==> src/rtl/sync_load_pkg.sv <==
// sync_load_pkg: shared types and constants for the synchronising-register load arbiter.
// Latency: n/a (declarations only).
// Backpressure: n/a.
// Contents: FSM state enum, register data width, hold-off counter width.
package sync_load_pkg;

  localparam int SYNC_W = 24;  // width of the shared fd1e register bank
  localparam int HOLD_W = 4;   // hold-off counter width, covers HOLD_CYC 0..15

  typedef enum logic [1:0] {
    IDLE = 2'd0,
    LOAD = 2'd1,
    HOLD = 2'd2
  } state_e;

endpackage

==> src/rtl/sync_load_arb_if.sv <==
// sync_load_arb_if: bundle between the requesting sub-units and the load arbiter.
// Latency: n/a (wires only).
// Backpressure: req is a level held until its one-cycle ack.
// Signals: req/din from requesters; ack/ld/d/busy/gnt_id from the arbiter.
// master = requester side, slave = arbiter side.
interface sync_load_arb_if #(
  parameter int NREQ = 4,
  parameter int IDW  = 3
);
  import sync_load_pkg::*;

  logic [NREQ-1:0]        req;
  logic [NREQ*SYNC_W-1:0] din;
  logic [NREQ-1:0]        ack;
  logic                   ld;
  logic [SYNC_W-1:0]      d;
  logic                   busy;
  logic [IDW-1:0]         gnt_id;

  modport master (output req, din, input ack, ld, d, busy, gnt_id);
  modport slave  (input req, din, output ack, ld, d, busy, gnt_id);

endinterface

==> src/rtl/sync_rr_pick.sv <==
// sync_rr_pick: picks the first set request bit searching upward from start, wrapping.
// Latency: purely combinational.
// Backpressure: none; any=0 when no request is set.
// Ports: req (NREQ), start (IDW) in; gnt_oh (one-hot), gnt_idx (binary), any out.
module sync_rr_pick #(
  parameter int NREQ = 4,
  parameter int IDW  = 3
) (
  input  logic [NREQ-1:0] req,
  input  logic [IDW-1:0]  start,
  output logic [NREQ-1:0] gnt_oh,
  output logic [IDW-1:0]  gnt_idx,
  output logic            any
);

  logic [NREQ-1:0] rot;
  logic [IDW:0]    sum;

  always_comb begin
    // Rotate so that bit 0 of rot is requester 'start'; the doubled copy provides the wrap.
    rot = NREQ'({req, req} >> start);
    sum = '0;
    // Descending scan: the last hit written is the lowest offset from start.
    for (int k = NREQ - 1; k >= 0; k--) begin
      if (rot[k]) begin
        sum = {1'b0, start} + (IDW+1)'(k);
      end
    end
    if (sum >= (IDW+1)'(NREQ)) begin
      sum = sum - (IDW+1)'(NREQ);
    end
    any     = |req;
    gnt_idx = sum[IDW-1:0];
    gnt_oh  = any ? (NREQ'(1) << gnt_idx) : '0;
  end

endmodule

==> src/rtl/sync_load_arb.sv <==
// sync_load_arb: owns every write to the shared 24-bit load-enable register bank,
//   granting one requester at a time with a single-cycle ld strobe and a hold-off window.
// Latency: req sampled at edge k -> ld/ack/d registered at edge k, bank captures at k+1.
// Backpressure: requesters hold req until ack; req ignored in LOAD and HOLD (busy=1).
// Ports: clk, reset (async, active-high); bus (slave modport): req/din in, ack/ld/d/busy/gnt_id out.
// Build option SYNC_LOAD_ARB_RR_EN: defined = round-robin with a registered pointer,
//   undefined = fixed priority (lowest index wins), no pointer register.
module sync_load_arb
  import sync_load_pkg::*;
#(
  parameter int NREQ     = 4,
  parameter int HOLD_CYC = 2,
  parameter int IDW      = 3
) (
  input  logic              clk,
  input  logic              reset,
  sync_load_arb_if.slave    bus
);

  localparam logic [HOLD_W-1:0] HOLD_INIT = (HOLD_CYC > 0) ? HOLD_W'(HOLD_CYC - 1) : '0;

  state_e            state_q, state_d;
  logic [HOLD_W-1:0] cnt_q, cnt_d;
  logic              ld_q, ld_d;
  logic [NREQ-1:0]   ack_q, ack_d;
  logic [SYNC_W-1:0] d_q, d_d;
  logic              busy_q, busy_d;
  logic [IDW-1:0]    gnt_id_q, gnt_id_d;

  logic [IDW-1:0]    pick_start;
  logic [NREQ-1:0]   pick_oh;
  logic [IDW-1:0]    pick_idx;
  logic              pick_any;
  logic [SYNC_W-1:0] pick_dat;

`ifdef SYNC_LOAD_ARB_RR_EN
  logic [IDW-1:0] ptr_q, ptr_d;

  assign pick_start = ptr_q;

  // Pointer moves just past the winner so it has lowest priority on the next search.
  always_comb begin
    ptr_d = ptr_q;
    if (state_q == IDLE && pick_any) begin
      ptr_d = (pick_idx == IDW'(NREQ - 1)) ? '0 : pick_idx + IDW'(1);
    end
  end

  always_ff @(posedge clk or posedge reset) begin
    if (reset) begin
      ptr_q <= '0;
    end else begin
      ptr_q <= ptr_d;
    end
  end
`else
  assign pick_start = '0;
`endif

  sync_rr_pick #(
    .NREQ (NREQ),
    .IDW  (IDW)
  ) u_pick (
    .req     (bus.req),
    .start   (pick_start),
    .gnt_oh  (pick_oh),
    .gnt_idx (pick_idx),
    .any     (pick_any)
  );

  // Winner data mux, one-hot select with constant slice bases.
  always_comb begin
    pick_dat = '0;
    for (int i = 0; i < NREQ; i++) begin
      if (pick_oh[i]) begin
        pick_dat = bus.din[i*SYNC_W +: SYNC_W];
      end
    end
  end

  // State register; outputs are flops too, so ld drops asynchronously on reset.
  always_ff @(posedge clk or posedge reset) begin
    if (reset) begin
      state_q  <= IDLE;
      cnt_q    <= '0;
      ld_q     <= 1'b0;
      ack_q    <= '0;
      d_q      <= '0;
      busy_q   <= 1'b0;
      gnt_id_q <= '0;
    end else begin
      state_q  <= state_d;
      cnt_q    <= cnt_d;
      ld_q     <= ld_d;
      ack_q    <= ack_d;
      d_q      <= d_d;
      busy_q   <= busy_d;
      gnt_id_q <= gnt_id_d;
    end
  end

  // Next-state logic.
  always_comb begin
    state_d = state_q;
    cnt_d   = cnt_q;
    case (state_q)
      IDLE: begin
        if (pick_any) state_d = LOAD;
      end
      LOAD: begin
        if (HOLD_CYC > 0) begin
          state_d = HOLD;
          cnt_d   = HOLD_INIT;
        end else begin
          state_d = IDLE;
        end
      end
      HOLD: begin
        if (cnt_q == '0) state_d = IDLE;
        else             cnt_d   = cnt_q - HOLD_W'(1);
      end
      default: state_d = IDLE;
    endcase
  end

  // Output logic: next values of the registered outputs. d is left untouched outside a grant.
  always_comb begin
    ld_d     = 1'b0;
    ack_d    = '0;
    d_d      = d_q;
    busy_d   = busy_q;
    gnt_id_d = gnt_id_q;
    case (state_q)
      IDLE: begin
        if (pick_any) begin
          ld_d     = 1'b1;
          ack_d    = pick_oh;
          d_d      = pick_dat;
          gnt_id_d = pick_idx;
          busy_d   = 1'b1;
        end else begin
          busy_d = 1'b0;
        end
      end
      LOAD:    busy_d = (HOLD_CYC > 0);
      HOLD:    busy_d = (cnt_q != '0);
      default: busy_d = 1'b0;
    endcase
  end

  assign bus.ld     = ld_q;
  assign bus.ack    = ack_q;
  assign bus.d      = d_q;
  assign bus.busy   = busy_q;
  assign bus.gnt_id = gnt_id_q;

endmodule
==> src/flat_wrapper.sv <==
// flat-port wrapper written by rule: the top's interface ports become plain ports
module sync_load_arb_flat import sync_load_pkg::*;
#(
  parameter int NREQ     = 4,
  parameter int HOLD_CYC = 2,
  parameter int IDW      = 3
)
  (clk, reset, bus_req, bus_din, bus_ack, bus_ld, bus_d, bus_busy, bus_gnt_id);
  sync_load_arb_if #(.NREQ(NREQ), .IDW(IDW)) bus_i ();
  input  logic clk;
  input  logic reset;
  input wire logic [$bits(bus_i.req)-1:0] bus_req;
  input wire logic [$bits(bus_i.din)-1:0] bus_din;
  output wire logic [$bits(bus_i.ack)-1:0] bus_ack;
  output wire logic [$bits(bus_i.ld)-1:0] bus_ld;
  output wire logic [$bits(bus_i.d)-1:0] bus_d;
  output wire logic [$bits(bus_i.busy)-1:0] bus_busy;
  output wire logic [$bits(bus_i.gnt_id)-1:0] bus_gnt_id;
  assign bus_i.req = bus_req;
  assign bus_i.din = bus_din;
  assign bus_ack = bus_i.ack;
  assign bus_ld = bus_i.ld;
  assign bus_d = bus_i.d;
  assign bus_busy = bus_i.busy;
  assign bus_gnt_id = bus_i.gnt_id;
  sync_load_arb #(.NREQ(NREQ), .HOLD_CYC(HOLD_CYC), .IDW(IDW)) u_core (.clk(clk), .reset(reset), .bus(bus_i));
endmodule
==> config.mk <==
export PLATFORM = sky130hd
export DESIGN_NAME = sync_load_arb_flat
export DESIGN_NICKNAME = d
export VERILOG_FILES = /design/src/rtl/sync_load_pkg.sv /design/src/rtl/sync_load_arb_if.sv /design/src/rtl/sync_rr_pick.sv /design/src/rtl/sync_load_arb.sv /design/src/flat_wrapper.sv
export SDC_FILE = /design/constraint.sdc
export NUM_CORES = 1
export LEC_CHECK = 0
export CELL_PAD_IN_SITES_DETAIL_PLACEMENT = 0
export CELL_PAD_IN_SITES_GLOBAL_PLACEMENT = 1
export CORE_MARGIN = 8
export CORE_UTILIZATION = 24
export CTS_CLUSTER_DIAMETER = 80
export DETAILED_ROUTE_END_ITERATION = 6
export GPL_TIMING_DRIVEN = 0
export PLACE_DENSITY = 0.75
export REMOVE_ABC_BUFFERS = 1
export SLEW_MARGIN = 20
export SYNTH_ARGS = -nofsm -noshare
export SYNTH_HDL_FRONTEND = slang
export SYNTH_SLANG_ARGS = --single-unit
==> constraint.sdc <==
create_clock -name clk -period 1.65 [get_ports clk]
set_input_delay 0.4125 -clock clk [delete_from_list [all_inputs] [get_ports clk]]
set_output_delay 0.4125 -clock clk [all_outputs]
set_load 0.01 [all_outputs]
==> impl_metrics.json <==
{
  "status": "finished clean",
  "cts_sinks": 38,
  "num_vias": 2328,
  "ys_warn_count": 0,
  "cts_buffers": 5,
  "final_nets": 451,
  "leakage_uw": 0.001623,
  "grt_max_degree": 31,
  "dieArea_um2": 12700,
  "cts_tree": "yes",
  "critPathArrivalTime_ns": 1.19,
  "wire_per_inst_um": 19.50,
  "critical-path-top-delay-family": "buffers and inverters",
  "ios": 135,
  "vias_per_cell": 5.061,
  "max_stage_delay_ns": 0.56,
  "io_buffers": 133,
  "area_growth_pct": 72.67,
  "pre_cts_slack_ns": -1.853,
  "min_period_ns": 1.604,
  "synth_compound_area_share_pct": 27.22,
  "cts-root-buf": "clkbuf_8",
  "ant_nets": 0,
  "place.gp.congestion": 0.6572,
  "rsz0062_at_grt": "no",
  "path_max_fanout": 2,
  "rr_endpoint": "u_core.cnt_q[0]$_DFFE_PP0P_",
  "path_clk_slew_ns": 0.08,
  "timing.hold.ws_ns": 0.4631,
  "syn_area_per_cell_um2": 9.839,
  "rows": 35,
  "critical_path_depth": 1,
  "reg2reg_depth": 5,
  "endpoint": "bus_d[17]",
  "fin_tns_setup_ns": 0,
  "power_uw": 4845,
  "met3_usage_pct": 5.099,
  "die_w_um": 112.7,
  "grt_antenna_before_repair": 0,
  "first_iter_violations": 135,
  "hold_class": "in -> async",
  "drt_wl_total_um": 8972,
  "initial_utilization_pct": 24.51,
  "synth_area_leaders": "dfrtp_1 (42%), mux2_2 (12%), a222oi_1 (11%)",
  "met1_usage_pct": 15.66,
  "crit_path_start_kind": "flop",
  "vdd_drop_max_v": 0.0004718,
  "syn_inst": 228,
  "busiest_layer": "met2",
  "fin_util_pct": 42.32,
  "clk_path_buf_depth": 2,
  "synthAdderAreaFrac_pct": 0.5577,
  "grt_usage_pct": 13.56,
  "yosys.area.top_type_share_pct": 42.39,
  "grt_pass1_vias": 2562,
  "slew_violations": 0,
  "drc": 0,
  "rr_startpoint": "u_core.cnt_q[0]$_DFFE_PP0P_",
  "htree_num_levels": 2,
  "synth.largest_area_cell": "dfrtp_1",
  "yosys.area_share.simple_pct": 9.983,
  "final_cell_mix": "clkdlybuf4s50_1 (118), dfrtp_1 (38), nor2_1 (28)",
  "mostFrequentLayoutCell": "clkdlybuf4s50_1",
  "critPathLaunch": "u_core.bus.d[17]$_DFFE_PP0P_",
  "drt_first_pass_iters": 5,
  "crit_chain": "clkdlybuf4s50_1",
  "post-route-period-util_pct": 97.21,
  "r2r_slack_ns": 0.11,
  "fin_ws_ns": 0.04597,
  "worst-endpoint-required_ns": 1.24,
  "finalSetupViolations": 0,
  "slowest_stage": "clkdlybuf4s50_1",
  "cellPowerDensity_nw_per_um2": 1251,
  "drv_cap": 0,
  "crit_buf_inv": 1,
  "synth_mux_area_share_pct": 12.05,
  "critPathCaptureType": "output port",
  "netlist_area_um2": 2243,
  "coreArea_um2": 9153,
  "use_met2_pct": 22.79,
  "fp.dieH_um": 112.7,
  "final_hold_viol_count": 0,
  "grt.overflow.total": 0,
  "dp.final_hpwl_um": 6174,
  "synth-xor-area-share_pct": 0.3904,
  "drive_gt1_share_pct": 15.19,
  "synth_cell_types": 33,
  "yosysSeqAreaShare_pct": 42.39,
  "grt_pass1_wl_um": 13670,
  "relSlewSlack_pct": 65.15,
  "synth_top_family_by_area": "compound AO/OA/AOI/OAI gates",
  "tightestPinTransition_ns": 0.5227,
  "worstSkewPairLatency_ns": 0.28,
  "criticalPathCategory": "reg -> out",
  "diodes": 0,
  "ys_ff_latch": 38,
  "finClkSkew_ns": 0.002553,
  "max_freq_mhz": 623.4
}
cell usage after synthesis:
master      n
and3_1      1
buf_2      13
a32o_1      1
nor4_2      1
clkbuf_1   10
nand3b_1    1
nor2_1     30
and2_1      1
buf_6       2
or3b_2      1
ha_1        1
nand2b_1    1
a21oi_1     2
o31ai_1    24
inv_1       8
conb_1      1
o21ai_1     1
o22a_1      1
nand2_1     5
a21boi_0    1
or4b_1      1
nor2b_1     3
xnor2_1     1
dfrtp_1    38
a222oi_1   24
or2_1       1
o21ai_0    24
o221a_2     1
mux2_2     24
o2bb2ai_1   2
nor3_1      1
buf_4       1
nand3_1     1
state kept, by name, summed over array words and instances, names as in the netlist:
| register | count |
|---|---|
| u_core.bus.ack | 4 |
| u_core.bus.gnt_id | 2 |
| u_core.bus.ld | 1 |
| u_core.bus.d | 24 |
| u_core.cnt_q | 4 |
| u_core.state_q | 2 |
| u_core.bus.busy | 1 |
layer usage:
layer  vias to the layer above  wire length (um)
met4                         0                91
met3                         4               871
met5                         -                 0
met2                       107              4304
li1                       1118                 -
met1                      1099              3705
power breakdown:
group	switching, uW	internal [uW]
registers	210	1330
clock network	346	606
logic	1120	1230
timing repair:
action                     CTS  global route
setup endpoints to repair   38            27
gates cloned                 1             1
setup buffers                1             0
pin swaps                    1             2
gates resized for setup     23            12
hold buffers                 0             0
worst min-delay path by stage:
| stage | start | end | slack, ns | depth (start not counted) |
|---|---|---|---|---|
| 6_report | reset | u_core.bus.d[2]$_DFFE_PP0P_ | 0.46 | 2 |
| 3_3_place_gp | u_core.bus.gnt_id[1]$_DFFE_PP0P_ | u_core.bus.gnt_id[1]$_DFFE_PP0P_ | 0.47 | 1 |
| 3_5_place_dp | u_core.bus.d[10]$_DFFE_PP0P_ | u_core.bus.d[10]$_DFFE_PP0P_ | 0.49 | 2 |
| 4_1_cts | reset | u_core.bus.d[13]$_DFFE_PP0P_ | 0.47 | 2 |
| 5_1_grt | reset | u_core.bus.d[9]$_DFFE_PP0P_ | 0.49 | 2 |
| 2_1_floorplan | u_core.cnt_q[1]$_DFFE_PP0P_ | u_core.cnt_q[1]$_DFFE_PP0P_ | 0.48 | 1 |
stage by stage:
| stage | instance area (um^2) | std cells |
|---|---|---|
| 3_5_place_dp | 3649 | 449 |
| 4_1_cts | 3832 | 459 |
| 5_1_grt | 3874 | 460 |
| 3_3_place_gp | 3581 | 446 |
| 2_1_floorplan | 2111 | 202 |
| 6_report | 3874 | 460 |
cell families (layout without fill, tap and decap cells):
group	Yosys count	count (layout)
buffers and inverters	34	153
and+or+nand+nor	48	50
muxes	24	24
AOI/OAI and AO/OA	81	81
other	1	1
xor gates and xnor gates	1	1
DFF	38	38
adders and majority gates	1	1
layout make-up:
type	instances	area, um^2
flip-flops and latches	38	950.9
well taps	111	138.9
multi-input cells	158	1206
clock inverters	3	68.82
inverters	8	30.03
clock buffers	5	68.82
repair buffers	137	1410
fillers	921	5279
(Power assumes the default switching activity.)
